**config.mk**
```make
export PLATFORM = sky130hd
export DESIGN_NAME = tile_freq_meter
export DESIGN_NICKNAME = d
export VERILOG_FILES = /design/src/rtl/tile_freq_meter.sv
export SDC_FILE = /design/constraint.sdc
export NUM_CORES = 1
export LEC_CHECK = 0
export CAP_MARGIN = 5
export CORE_AREA = 2 2 93 95
export DETAILED_ROUTE_END_ITERATION = 12
export DIE_AREA = 0 0 95 97
export PLACE_DENSITY_LB_ADDON = 0.15
export SETUP_SLACK_MARGIN = 0.4
export SYNTH_ARGS = -nofsm -noshare
export SYNTH_HDL_FRONTEND = slang
export SYNTH_SLANG_ARGS = --single-unit
```
**constraint.sdc**
```tcl
create_clock -name clk -period 5.3 [get_ports clk]
set_input_delay 0.795 -clock clk [delete_from_list [all_inputs] [get_ports clk]]
set_output_delay 0.795 -clock clk [all_outputs]
set_load 0.005 [all_outputs]
```
**src/rtl/tile_freq_meter.sv**
```systemverilog
// rtl/tile_freq_meter.sv - gated rising-edge counter for one selectable tile signal
//
// Purpose: counts rising edges of a selected, synchronised tile signal over a
// fixed window of GATE_CYCLES clk cycles, then latches the result. Supports
// single-shot and continuous operation, and saturates with overflow reporting.
//
// Ports:
//   clk        system clock
//   rst        asynchronous active-high reset
//   tile_sig   asynchronous tile signals (each slower than clk/2)
//   sel        tile index, captured on start and at continuous restarts
//   start      level-sampled run request, honoured only when idle
//   continuous 1 = restart automatically after each report
//   byte_idx   result byte selector for byte_out
//   busy       high whenever a run is in progress
//   done       one-cycle pulse while a fresh result is presented
//   overflow   result saturated
//   count      last latched result
//   byte_out   selected byte of count, 0 when byte_idx is out of range
module tile_freq_meter #(
  parameter int NUM_TILES   = 4,
  parameter int SEL_W       = $clog2(NUM_TILES),
  parameter int CNT_W       = 16,
  parameter int GATE_CYCLES = 1024,
  parameter int SYNC_STAGES = 2,
  localparam int BI_W       = (CNT_W > 8) ? $clog2(CNT_W / 8) : 1
) (
  input  logic                 clk,
  input  logic                 rst,
  input  logic [NUM_TILES-1:0] tile_sig,
  input  logic [SEL_W-1:0]     sel,
  input  logic                 start,
  input  logic                 continuous,
  input  logic [BI_W-1:0]      byte_idx,
  output logic                 busy,
  output logic                 done,
  output logic                 overflow,
  output logic [CNT_W-1:0]     count,
  output logic [7:0]           byte_out
);

  localparam int NBYTES = CNT_W / 8;
  localparam int TW     = $clog2(GATE_CYCLES + SYNC_STAGES + 2);
  localparam logic [CNT_W-1:0] CNT_MAX = '1;

  localparam logic [1:0] S_IDLE   = 2'd0;
  localparam logic [1:0] S_SETTLE = 2'd1;
  localparam logic [1:0] S_GATE   = 2'd2;
  localparam logic [1:0] S_REPORT = 2'd3;

  logic [1:0]             state;
  logic [SEL_W-1:0]       sel_q;
  logic [SYNC_STAGES-1:0] sync_q;
  logic                   prev_q;
  logic [TW-1:0]          timer;
  logic [CNT_W-1:0]       counter;
  logic [CNT_W-1:0]       cnt_next;
  logic                   ovf;
  logic                   ovf_next;
  logic                   rise;

  // Edge detector always follows the synchroniser output, so the value seen
  // on the last SETTLE cycle is the reference for the first GATE cycle.
  assign rise = sync_q[SYNC_STAGES-1] & ~prev_q;

  always_comb begin
    cnt_next = counter;
    ovf_next = ovf;
    if (state == S_GATE && rise) begin
      if (counter == CNT_MAX) begin
        ovf_next = 1'b1;
      end else begin
        cnt_next = counter + 1'b1;
      end
    end
  end

  // The mux uses the captured index so a live sel change cannot corrupt a run.
  always_ff @(posedge clk or posedge rst) begin
    if (rst) begin
      sync_q <= '0;
      prev_q <= 1'b0;
    end else begin
      sync_q <= {sync_q[SYNC_STAGES-2:0], tile_sig[sel_q]};
      prev_q <= sync_q[SYNC_STAGES-1];
    end
  end

  always_ff @(posedge clk or posedge rst) begin
    if (rst) begin
      state    <= S_IDLE;
      sel_q    <= '0;
      timer    <= '0;
      counter  <= '0;
      ovf      <= 1'b0;
      count    <= '0;
      overflow <= 1'b0;
    end else begin
      case (state)
        S_IDLE: begin
          if (start) begin
            sel_q <= sel;
            timer <= '0;
            state <= S_SETTLE;
          end
        end
        S_SETTLE: begin
          counter <= '0;
          ovf     <= 1'b0;
          if (timer == TW'(SYNC_STAGES)) begin
            timer <= '0;
            state <= S_GATE;
          end else begin
            timer <= timer + 1'b1;
          end
        end
        S_GATE: begin
          counter <= cnt_next;
          ovf     <= ovf_next;
          if (timer == TW'(GATE_CYCLES - 1)) begin
            // Latch including any edge seen on this final gate cycle.
            count    <= cnt_next;
            overflow <= ovf_next;
            timer    <= '0;
            state    <= S_REPORT;
          end else begin
            timer <= timer + 1'b1;
          end
        end
        S_REPORT: begin
          counter <= '0;
          ovf     <= 1'b0;
          timer   <= '0;
          if (!continuous) begin
            state <= S_IDLE;
          end else if (sel == sel_q) begin
            // Same source: synchroniser is already primed, no settle gap.
            state <= S_GATE;
          end else begin
            sel_q <= sel;
            state <= S_SETTLE;
          end
        end
        default: state <= S_IDLE;
      endcase
    end
  end

  assign busy = (state != S_IDLE);
  assign done = (state == S_REPORT);

  always_comb begin
    byte_out = '0;
    for (int i = 0; i < NBYTES; i++) begin
      if (byte_idx == BI_W'(i)) begin
        byte_out = count[8*i +: 8];
      end
    end
  end

endmodule

```
Word level (Yosys, flattened, before mapping). Cells that the tools add are included. Widths: inputs -> output; s select.

Add/sub/neg operators: 2. $mul: 0. Div/mod/pow operators: 0. $lt $le $gt $ge: 1. Equal/unequal tests: 12. Shift operators: 0. Mux-type cells: 23. Bitwise logic cells: 2. Reduce and logical (&&, ||, !) cells: 9.

Operator list (count): $pmux 11 s4 (1); $mux 11 (3); $mux 16 (2); $pmux 16 s2 (1); $add 16x1->16 const B (1); $eq 16x16->1 const B (1); $mux 2 (8); $add 11x1->11 const B (1); $eq 11x10->1 const B (1); $eq 11x2->1 const B (1); $mux 8 (1); $ne 2x2->1 const B (4); $pmux 2 s4 (1); $reduce_bool 2->1 (3); $eq 2x2->1 const B (2); $pmux 2 s2 (1); $reduce_and 4->1 (1); $lt 2x3->1 const B (1); $mux 1 (3); $reduce_and 3->1 (1); $bmux 1 s2 (1); $eq 2x1->1 const B (1); $eq 2x2->1 (1); $logic_not 2->1 (1); 7 further kinds (7).

Register bits after elaboration: 52. Latch bits: 0. Memory bits (writable): 0. ROM bits: 0. Input port bits: 11. Word-level logic and storage cells: 58. Memories: 0.

Depth between registers and ports, before layout.
Depth in word-level cells: 5. Depth in mapped cells: 8. Depth with buffers taken out: 7.

Worst setup path before layout. No wires, ideal clock.

Path type: input-to-output. From: input byte_idx. To: output byte_out[0]. Arrival: 1.435 ns. Slack: 3.070 ns. Stages on the path: 2. Cell sequence: clkbuf_1 > mux2_2.

Cells in the longest elaborated chain, start to end: 1.

Ends and longest elaborated chain: start: declaration (RTL line 34) `input logic [BI_W-1:0] byte_idx,`; $mux 8 (RTL line 155) `if (byte_idx == BI_W'(i)) begin`; end: declaration (RTL line 39) `output logic [7:0] byte_out`.

Every way passes these cells.

Worst setup path after layout. Ends and elaborated chain as after synthesis.

==> run_results.csv <==
group,metric,value,unit
cts,clkSlewWorstSetupHoldPaths,0.09,ns
floorplan,core-area,8130,um^2
sta,finalHoldViolCount,0,
sta,layout_min_cycle_time,3.12,ns
worst_setup_path,worst_ep_required_time,4.51,ns
power_and_ir_drop,p_leak,1.42,nW
synthesis,synth_warnings,0,
global_route,grt.overflow.total,0,
cts,tritoncts,"done",
synthesis,synth_area_leaders,"dfrtp_1 44%, o21ai_0 4.5%, nand2_1 4.4%",
route,postRouteWirelength,6.49,mm
power_and_ir_drop,sequentialPowerShare,0.410,
route,drt_iter0_drc,151,
synthesis,summed_instance_area_of_the_synthesized_netlist,2970,um^2
finish,areaGrowthSynthToFinish,17.7,%
synthesis,asyncSetResetFlopFracSynth,1.00,
synthesis,netlist.area_leader.share,0.438,
power_and_ir_drop,clockPowerShare,0.188,
sta,max_slew_margin,0.414,
sta,setup_violations,0,
synthesis,synthMostInstantiatedCell,"dfrtp_1",
place,place.gp.congestion,0.807,
floorplan,num_io_pins,38,
finish,antenna_diode_count,0,
place,dpl-instance-area,3420,um^2
synthesis,synth_top_cell_by_area,"dfrtp_1",
floorplan,initial_utilization,0.365,
worst_setup_path,worst_setup_path_end_kind,"output pin",
sta,rsz0062_at_grt,"false",
place,pre_cts_ws,2.14,ns
flow_run,max_cap_viol_count,0,
worst_setup_path,setup.worst_path.class,"input port to output pin",
synthesis,edff_count_synth,0,
power_and_ir_drop,powerDensity,326,nW/um^2
power_and_ir_drop,power.combinational.fraction,0.401,
floorplan,number_of_cell_rows,33,
finish,layout.filler_cells,821,
hold_path,min_path_cells,0,
synthesis,seq_total_area_yosys,0.438,
finish,design.final.nets,370,
worst_setup_path,critical_path_source_type,"input port",
sta,worst-slew-pin-transition,0.877,ns
global_route,grt_pass1_wl,11.2,mm
power_and_ir_drop,power_report.internal_total,0.696,mW
cts,cts-hold-fix-buffers,0,
synthesis,netlist_instances,321,
sta,fmax,0.321,GHz
sta,final.setup.worst_slack,2.18,ns
cts,bufs_on_longest_clock_path,2,
cts,post-cts-setup-buffer-count,0,
synthesis,synth.distinct_cells,49,
status,run_status,"complete, no violations",
power_and_ir_drop,power.net_switching,0.444,mW
floorplan,die_w,95,um
cts,cts_buffers,5,
route,wl_per_cell,14.2,um
route,antenna_violating_nets_post_route,0,
cts,clock_latency,0.30,ns
cts,cts-htree-levels,2,
finish,drive_gt1_frac,0.0826,
cts,clock_tree.root_cell,"clkbuf_8",
power_and_ir_drop,overall_power,1.14,mW
route,drc_errors,0,
place,placed_cells_incl_taps,449,
route,detail_route.first_pass.iterations,4,
finish,stdcell_area,3500,um^2
place,numPortBuffers,37,
sta,final.setup.tns,0,ns
synthesis,post_synth_most_frequent_cells,"52 x dfrtp_1, 35 x nand2_1, 28 x nor2_1",
floorplan,die_area,9220,um^2
sta,finalCritPeriodShare,0.588,
global_route,grt_max_degree,53,
hold_path,hold_path_class,"flip-flop to flip-flop",
place,hpwl_reported_at_the_end_of_detailed_placement,4.74,mm
route,route.detailed.vias_per_inst,5.26,
worst_setup_path,crit_arrival,2.32,ns
sta,timing.clock.skew,0.00491,ns
worst_setup_path,reg2reg_depth,6,
global_route,number_of_global_route_vias_before_repair,2341,
power_and_ir_drop,worst_vdd_drop,0.000245,V
floorplan,die_height,97,um
finish,final-instance-count-excl-fill,456,
route,via_count,2397,
synthesis,synth.ff_latch_count,52,
global_route,grt_usage,0.151,
cts,post_cts_resize_count,0,
synthesis,synth.net_count,340,
power_and_ir_drop,p_sw_frac,0.390,
synthesis,top_reg_cell_synth,"dfrtp_1",
worst_setup_path,critPathMaxFanout,8,
synthesis,postSynthAreaPerCell,9.26,um^2
global_route,antenna_found_initial,0,
cts,cts.sinks,52,
sta,number_of_pins_exceeding_their_max_slew_limit_in_the_final_report,0,
==> flip-flops by register name (all words and copies together), names as in the netlist <==
name,flops
count,16
counter,16
overflow,1
ovf,1
prev_q,1
sel_q,2
state,2
sync_q,2
timer,11
==> through the flow <==
| step | hold slack (ns) | util |
|---|---|---|
| floorplan | 0.331 | - |
| global placement | 0.337 | 0.421 |
| detailed placement | 0.335 | 0.421 |
| CTS | 0.356 | 0.430 |
| global route | 0.378 | 0.430 |
| finish | 0.354 | 0.430 |
==> layout make-up <==
cell class / instances / area, um^2 / area share
Sequential cell: 52 / 1300 / 0.372
Multi-Input combinational cell: 245 / 1570 / 0.450
Inverter: 8 / 30.0 / 0.00858
Tap cell: 105 / 131 / 0.0376
Clock inverter: 1 / 5.00 / 0.00143
Timing Repair Buffer: 39 / 385 / 0.110
Clock buffer: 6 / 72.6 / 0.0207
==> logic make-up after synthesis <==
kind of cell / count (synthesis) / synth area share
buf+inv: 24 / 0.0332
fa+ha+maj: 8 / 0.0337
simple gates: 129 / 0.223
mux: 12 / 0.0488
compound gates: 77 / 0.165
xor+xnor: 19 / 0.0585
flops: 52 / 0.438
==> critical path: stages <==
cell and delay, ns:
clkdlybuf4s50_1 0.69, mux2_2 0.38, clkdlybuf4s50_1 0.45
==> per-layer routing <==
metal,wire (um),global-route usage
met5,0,0
met4,55,0.0401
met3,249,0.0257
met2,3140,0.253
met1,3040,0.201
==> cells in the final DEF (no fill, tap or decap), drive strengths merged, types with 4 or more instances in the layout <==
| cell | n |
|---|---|
| clkbuf | 6 |
| clkdlybuf4s50 | 37 |
| and3 | 5 |
| nand3 | 13 |
| nor4 | 4 |
| nand4 | 10 |
| mux2 | 10 |
| inv | 8 |
| a22o | 5 |
| nor3 | 15 |
| a31oi | 9 |
| ha | 8 |
| dfrtp | 52 |
| o21ai | 31 |
| xor2 | 8 |
| nor2 | 29 |
| a21oi | 17 |
| nand2 | 35 |
| and4 | 4 |
| xnor2 | 11 |
==> power by group through the flow <==
stage | Clock [mW] | Combinational [mW] | Sequential (mW)
2_1_floorplan | 0 | 0.343 | 0.468
3_3_place_gp | 0 | 0.454 | 0.475
3_5_place_dp | 0 | 0.458 | 0.476
4_1_cts | 0.225 | 0.459 | 0.468
5_1_grt | 0.243 | 0.522 | 0.474
6_report | 0.215 | 0.457 | 0.468
==> worst paths after layout <==
path / to / start / slack, ns
setup / recovery: byte_out[0] / byte_idx / 2.18
hold / removal: sync_q[1] / sync_q[0] / 0.35
setup reg to reg: overflow / timer[0] / 2.88
hold reg to reg: sync_q[1] / sync_q[0] / 0.35
max in group asynchronous: counter[4] / rst / 3.88
min in group asynchronous: ovf / rst / 1.00
Note: power is estimated with default switching activity, not from simulation.
